`src/rtl/small_isa_pkg.sv`:
```
// Shared definitions for the small ISA: word layout, opcodes, control states.
package small_isa_pkg;

    localparam int INSTR_W             = 16;
    localparam int OPC_W               = 4;
    localparam int ARG_W               = 12;
    localparam int ADDR_W              = 15;
    localparam int STACK_DEPTH_DEFAULT = 8;

    // Values 5..14 are not listed: they are datapath ops passed through unchanged.
    typedef enum logic [OPC_W-1:0] {
        OP_NOP  = 4'd0,
        OP_JMP  = 4'd1,
        OP_JZ   = 4'd2,
        OP_CALL = 4'd3,
        OP_RET  = 4'd4,
        OP_HALT = 4'd15
    } opcode_e;

    typedef enum logic {
        ST_RUN    = 1'b0,
        ST_HALTED = 1'b1
    } run_state_e;

endpackage

```
`src/rtl/call_stack.sv`:
```
// LIFO of return indices; only the occupancy count is reset, storage is not.
module call_stack #(
    parameter int DEPTH = 8,
    parameter int W     = 15
) (
    input  logic         clk,
    input  logic         reset,
    input  logic         push,
    input  logic         pop,
    input  logic [W-1:0] din,
    output logic [W-1:0] dout,
    output logic         full,
    output logic         empty
);

    localparam int IDX_W = (DEPTH > 1) ? $clog2(DEPTH) : 1;
    localparam int CNT_W = $clog2(DEPTH + 1);

    logic [W-1:0]     mem_q [DEPTH];
    logic [CNT_W-1:0] count_q;
    logic [CNT_W-1:0] count_d;
    logic [CNT_W-1:0] top_w;

    assign full  = (count_q == CNT_W'(DEPTH));
    assign empty = (count_q == '0);
    assign top_w = count_q - 1'b1;
    assign dout  = mem_q[top_w[IDX_W-1:0]];

    always_comb begin
        count_d = count_q;
        if (push && !full) begin
            count_d = count_q + 1'b1;
        end else if (pop && !empty) begin
            count_d = count_q - 1'b1;
        end
    end

    always_ff @(posedge clk or posedge reset) begin
        if (reset) begin
            count_q <= '0;
        end else begin
            count_q <= count_d;
        end
    end

    always_ff @(posedge clk) begin
        if (push && !full) begin
            mem_q[count_q[IDX_W-1:0]] <= din;
        end
    end

endmodule

```
`src/rtl/fetch_decode.sv`:
```
// Decodes one ROM word per execute cycle into a registered one-cycle pulse:
// PC reload (JMP/JZ/CALL/RET/halt loop) or a datapath opcode issue.
module fetch_decode
    import small_isa_pkg::*;
#(
    parameter int STACK_DEPTH = STACK_DEPTH_DEFAULT
) (
    input  logic               clk,
    input  logic               reset,
    input  logic [15:0]        pc,
    input  logic               execute_flag,
    output logic [ADDR_W-1:0]  rom_addr,
    input  logic [INSTR_W-1:0] rom_data,
    input  logic               cond_zero,
    output logic               load_enable,
    output logic [15:0]        load_addr,
    output logic               op_valid,
    output logic [OPC_W-1:0]   op_code,
    output logic [ARG_W-1:0]   op_arg,
    output logic               halted,
    output logic               stack_err,
    output run_state_e         dbg_state
);

    run_state_e          state_q;
    logic                load_enable_q;
    logic [15:0]         load_addr_q;
    logic                op_valid_q;
    logic [OPC_W-1:0]    op_code_q;
    logic [ARG_W-1:0]    op_arg_q;
    logic                halted_q;
    logic                stack_err_q;
    logic [ADDR_W-1:0]   halt_addr_q;

    opcode_e             opc_w;
    logic [ARG_W-1:0]    arg_w;
    logic [ADDR_W-1:0]   k_w;
    logic [ADDR_W-1:0]   ret_idx_w;
    logic [ADDR_W-1:0]   pop_data_w;
    logic                exec_run_w;
    logic                push_w;
    logic                pop_w;
    logic                full_w;
    logic                empty_w;
    logic                unused_pc0;

    assign rom_addr   = pc[15:1];
    assign unused_pc0 = pc[0];
    assign k_w        = pc[15:1];
    assign opc_w      = opcode_e'(rom_data[INSTR_W-1:ARG_W]);
    assign arg_w      = rom_data[ARG_W-1:0];
    assign ret_idx_w  = k_w + 1'b1;

    // Stack traffic only happens on execute edges while running; faults never touch it.
    assign exec_run_w = execute_flag && (state_q == ST_RUN);
    assign push_w     = exec_run_w && (opc_w == OP_CALL) && !full_w;
    assign pop_w      = exec_run_w && (opc_w == OP_RET) && !empty_w;

    call_stack #(
        .DEPTH (STACK_DEPTH),
        .W     (ADDR_W)
    ) u_stack (
        .clk   (clk),
        .reset (reset),
        .push  (push_w),
        .pop   (pop_w),
        .din   (ret_idx_w),
        .dout  (pop_data_w),
        .full  (full_w),
        .empty (empty_w)
    );

    always_ff @(posedge clk or posedge reset) begin
        if (reset) begin
            state_q       <= ST_RUN;
            load_enable_q <= 1'b0;
            load_addr_q   <= '0;
            op_valid_q    <= 1'b0;
            op_code_q     <= '0;
            op_arg_q      <= '0;
            halted_q      <= 1'b0;
            stack_err_q   <= 1'b0;
            halt_addr_q   <= '0;
        end else begin
            load_enable_q <= 1'b0;
            op_valid_q    <= 1'b0;
            if (execute_flag) begin
                if (state_q == ST_HALTED) begin
                    // Keep pinning the PC on the faulting/halting instruction.
                    load_enable_q <= 1'b1;
                    load_addr_q   <= {1'b0, halt_addr_q};
                end else begin
                    case (opc_w)
                        OP_NOP: ;
                        OP_JMP: begin
                            load_enable_q <= 1'b1;
                            load_addr_q   <= {4'b0, arg_w};
                        end
                        OP_JZ: begin
                            if (cond_zero) begin
                                load_enable_q <= 1'b1;
                                load_addr_q   <= {4'b0, arg_w};
                            end
                        end
                        OP_CALL: begin
                            if (full_w) begin
                                state_q     <= ST_HALTED;
                                halted_q    <= 1'b1;
                                stack_err_q <= 1'b1;
                                halt_addr_q <= k_w;
                            end else begin
                                load_enable_q <= 1'b1;
                                load_addr_q   <= {4'b0, arg_w};
                            end
                        end
                        OP_RET: begin
                            if (empty_w) begin
                                state_q     <= ST_HALTED;
                                halted_q    <= 1'b1;
                                stack_err_q <= 1'b1;
                                halt_addr_q <= k_w;
                            end else begin
                                load_enable_q <= 1'b1;
                                load_addr_q   <= {1'b0, pop_data_w};
                            end
                        end
                        OP_HALT: begin
                            state_q     <= ST_HALTED;
                            halted_q    <= 1'b1;
                            halt_addr_q <= k_w;
                        end
                        default: begin
                            op_valid_q <= 1'b1;
                            op_code_q  <= rom_data[INSTR_W-1:ARG_W];
                            op_arg_q   <= arg_w;
                        end
                    endcase
                end
            end
        end
    end

    assign load_enable = load_enable_q;
    assign load_addr   = load_addr_q;
    assign op_valid    = op_valid_q;
    assign op_code     = op_code_q;
    assign op_arg      = op_arg_q;
    assign halted      = halted_q;
    assign stack_err   = stack_err_q;
    assign dbg_state   = state_q;

endmodule

```
`config.mk`:
```
export PLATFORM = sky130hd
export DESIGN_NAME = fetch_decode
export DESIGN_NICKNAME = d
export VERILOG_FILES = /design/src/rtl/small_isa_pkg.sv /design/src/rtl/call_stack.sv /design/src/rtl/fetch_decode.sv
export SDC_FILE = /design/constraint.sdc
export NUM_CORES = 1
export LEC_CHECK = 0
export CAP_MARGIN = 40
export CELL_PAD_IN_SITES_DETAIL_PLACEMENT = 1
export CELL_PAD_IN_SITES_GLOBAL_PLACEMENT = 2
export CORE_ASPECT_RATIO = 0.9
export CORE_UTILIZATION = 40
export CTS_BUF_LIST = sky130_fd_sc_hd__clkbuf_2
export DETAILED_ROUTE_END_ITERATION = 8
export GPL_ROUTABILITY_DRIVEN = 0
export GPL_TIMING_DRIVEN = 0
export PLACE_DENSITY = 0.83
export SLEW_MARGIN = 40
export SYNTH_ARGS = -nofsm -noshare
export SYNTH_HDL_FRONTEND = slang
export SYNTH_SLANG_ARGS = --single-unit
```
`constraint.sdc`:
```
create_clock -name clk -period 4.1 [get_ports clk]
set_input_delay 1.23 -clock clk [delete_from_list [all_inputs] [get_ports clk]]
set_output_delay 1.23 -clock clk [all_outputs]
set_load 0.01 [all_outputs]
```
==> summary.json <==
{
  "r2r_slack_ns": 0.25,
  "synth_area_per_cell_um2": 14.94,
  "timing.final.crit_share": 0.9584,
  "route.final.wire_length_um": 19820,
  "cell_with_the_largest_stage_delay_on_the_worst_path": "clkdlybuf4s50_1",
  "synth_cells": 510,
  "area_delta_synth_final_pct": 21.20,
  "core.rowCount": 47,
  "power.density_nw_per_um2": 614.0,
  "timing.max_cap.violations": 0,
  "cp.required_ns": 2.87,
  "final_net_count": 668,
  "multiInputGateArea_um2": 2430,
  "crit_path_start_kind": "primary input",
  "vias": 4818,
  "synthXorXnorAreaFrac": 0.02184,
  "grt_setup_unrepaired": "no",
  "holdCritPathClass": "flop to flop",
  "timing_worst_slew_pin_value_ns": 0.8706,
  "timing.max_slew.rel_slack": 0.4176,
  "final.hold.worst_slack_ns": 0.4887,
  "synth_area_um2": 7620,
  "syn_nets": 550,
  "insertion_delay_ns": 0.76,
  "crit_path_end_kind": "primary output",
  "yosys_warnings": 0,
  "finalInstanceArea_um2": 9235,
  "route.detailed.vias_per_inst": 5.432,
  "crit_top_cell": "clkdlybuf4s50_1",
  "worstPathArrival_ns": 2.70,
  "hpwl_um": 14210,
  "rr_endpoint": "load_addr[12]$_DFFE_PP0P_",
  "p_leak_nw": 3.370,
  "pin_count_of_the_biggest_net_entering_global_routing": 43,
  "post_synthesis_share_of_cell_area_spent_on_full_adders_half_adders_and_majority_gates": 0.006568,
  "min_path_cells": 1,
  "antenna_violating_nets_post_route": 0,
  "synth_compound_gate_area_share": 0.06010,
  "yosysUniqueCellTypes": 51,
  "timing_hold_violations_final": 0,
  "cts-buffers-inserted": 17,
  "grt_overflow": 0,
  "post_cts_resize_count": 2,
  "timing.critical_path.cells": "clkdlybuf4s50_1, buf_4, clkdlybuf4s50_1",
  "finalPower_mw": 5.670,
  "sinks_on_clock_net": 175,
  "first_pass_iters": 5,
  "placedInstanceArea_um2": 8954,
  "floorplan.die.height_um": 132.9,
  "setup_tns_ns": 0,
  "largest_family_of_logic_cells_by_synthesized_area": "multiplexers",
  "cts_hold_buffers": 0,
  "crit_path_max_incr_delay_ns": 0.76,
  "chipWidth_um": 147.5,
  "detailedRoute.firstIterationViolations": 302,
  "io_buffers": 85,
  "hold_path.startpoint": "stack_err$_DFFE_PP0P_",
  "avgRoutedWirePerCell_um": 22.34,
  "grt_pass1_vias": 5106,
  "fin_crit_ns": 3.929,
  "maximum_vdd_drop_mv": 0.3284,
  "fp.coreArea_um2": 18520,
  "outcome": "completed",
  "fill_cells": 1863,
  "portion_of_netlist_area_occupied_by_mux_cells": 0.1291,
  "min_delay_worst_endpoint": "stack_err$_DFFE_PP0P_",
  "max_clock_freq_mhz": 254.5,
  "worstPathBufferInverterCount": 3,
  "io_pins": 88,
  "clk_transition_reported_paths_ns": 0.25,
  "cts-htree-levels": 4,
  "cts_buffer_depth": 2,
  "critical_path_peak_fanout": 7,
  "synth-simple-area-share": 0.09179,
  "postSynth.topFlopCell": "edfxtp_1",
  "final-setup-viol-count": 0,
  "initial_utilization": 0.4113,
  "track_usage": 0.2130,
  "synth_edf_count": 120,
  "synth-seq-cells": 175,
  "design.die.area_um2": 19610,
  "sequential_cell_area_um2": 4980,
  "slew_viol_final": 0,
  "r2r_cell_count": 13,
  "grt_antenna_before_repair": 1,
  "crit_family": "buffers and inverters",
  "tritoncts": "yes",
  "ys_seq_area_frac": 0.6535,
  "clock_tree.root_cell": "clkbuf_2",
  "worstSetupPathType": "primary input to primary output",
  "layout-drive-gt1-share": 0.2340,
  "worst_clock_skew_ns": 0.03840,
  "synth-async-reset-ratio": 0.3143,
  "cts_setup_buffers": 0,
  "grt_first_pass_wirelength_um": 30930,
  "drt_drc_violations_left": 0,
  "r2r_start": "u_stack.count_q[0]$_DFFE_PP0P_"
}
==> cell usage after synthesis, types with 2 or more instances <==
cell type | n | area share
ha_1 | 4 | 0.0066
nor3_1 | 6 | 0.0039
a2111oi_0 | 6 | 0.0069
buf_4 | 16 | 0.016
nand2_1 | 25 | 0.012
mux2_2 | 22 | 0.033
a21o_1 | 2 | 0.0020
nand3_1 | 8 | 0.0053
inv_1 | 8 | 0.0039
mux2_4 | 9 | 0.018
o32a_1 | 12 | 0.016
clkbuf_1 | 10 | 0.0049
a21oi_1 | 17 | 0.011
mux2i_1 | 6 | 0.0079
xnor2_1 | 12 | 0.014
a31oi_1 | 7 | 0.0057
nor4b_1 | 2 | 0.0023
nand4_1 | 3 | 0.0025
a32oi_1 | 3 | 0.0034
buf_6 | 2 | 0.0030
nor2b_1 | 19 | 0.016
dfrtp_1 | 55 | 0.18
mux4_2 | 24 | 0.071
nor4_1 | 13 | 0.011
nor2_1 | 49 | 0.024
buf_2 | 13 | 0.0085
and3_1 | 2 | 0.0016
nand2b_1 | 5 | 0.0041
edfxtp_1 | 120 | 0.47
xor2_1 | 7 | 0.0080
o21ai_0 | 3 | 0.0020
==> metrics by stage <==
| step | util | setup slack, ns | std cells |
|---|---|---|---|
| floorplan | - | 0.2898 | 510 |
| global placement | 0.4738 | -1.669 | 840 |
| detailed placement | 0.4834 | -0.09537 | 854 |
| CTS | 0.4978 | 0.01806 | 886 |
| global route | 0.4985 | 0.03265 | 887 |
| finish | 0.4985 | 0.1707 | 887 |
==> kinds of logic after synthesis <==
group,Yosys count
simple gates,140
flops,175
xor+xnor,19
compound gates,60
other cells,1
buf+inv,50
fa+ha+maj,4
mux,61
==> power breakdown <==
group / internal [mW] / switching (mW) / total [mW]
Clock: 0.356 / 0.635 / 0.991
Combinational: 1.12 / 1.26 / 2.38
Sequential: 2.14 / 0.154 / 2.30
==> how the worst max path moves through the flow <==
stage,to,cells after the start,from,slack (ns)
global placement,u_stack.mem_q[0][1]$_DFFE_PP_,5,rom_data[15],-1.67
floorplan,u_stack.mem_q[0][0]$_DFFE_PP_,4,rom_data[15],0.29
finish,rom_addr[0],3,pc[1],0.17
CTS,load_addr[12]$_DFFE_PP0P_,13,u_stack.count_q[0]$_DFFE_PP0P_,0.02
detailed placement,u_stack.mem_q[1][1]$_DFFE_PP_,7,rom_data[15],-0.1
global route,load_addr[13]$_DFFE_PP0P_,13,u_stack.count_q[0]$_DFFE_PP0P_,0.03
==> routing by layer <==
metal  share of wire  GRT usage
met5               0          0
met4           0.013    0.05326
met1            0.46     0.2972
met2            0.49     0.3430
met3           0.045    0.04103
==> state kept, by name (all words and copies together) (netlist names), 4 cells and up <==
name	cells
u_stack.mem_q	120
halt_addr_q	15
u_stack.count_q	4
op_arg	12
op_code	4
load_addr	15
==> layout make-up <==
cell class / count / share of cell area
antenna: 1 / 0.0002710
buffer: 42 / 0.02818
clock buffer: 18 / 0.009755
clock inverter: 14 / 0.01897
inverter: 8 / 0.003523
multi-input combinational: 285 / 0.2631
sequential: 175 / 0.5392
tap: 245 / 0.03319
timing repair buffer: 99 / 0.1038
==> layout by cell type (no fill, tap or decap), types with 9 or more instances in the layout <==
cell             instances
clkdlybuf4s50_1         85
nand2_1                 25
clkbuf_2                19
nor2b_1                 19
xnor2_1                 12
dfrtp_1                 55
nor4_1                  12
mux2_2                  22
buf_2                   19
clkbuf_1                 9
a21oi_1                 17
edfxtp_1               120
o32a_1                  12
buf_4                   22
nor2_1                  46
mux4_2                  24
mux2_4                   9
==> worst reg2reg max path: stages (launching register included) <==
cell and delay, ns:
dfrtp_1 0.40, buf_2 0.27, buf_6 0.25, buf_2 0.27, buf_2 0.30, inv_1 0.13, ha_1 0.32, clkbuf_1 0.20
clkbuf_4 0.28, buf_2 0.25, a2111oi_1 0.61, a31oi_1 0.11, a32oi_1 0.30, a21oi_1 0.11
Note: power is estimated with default switching activity, not from simulation.
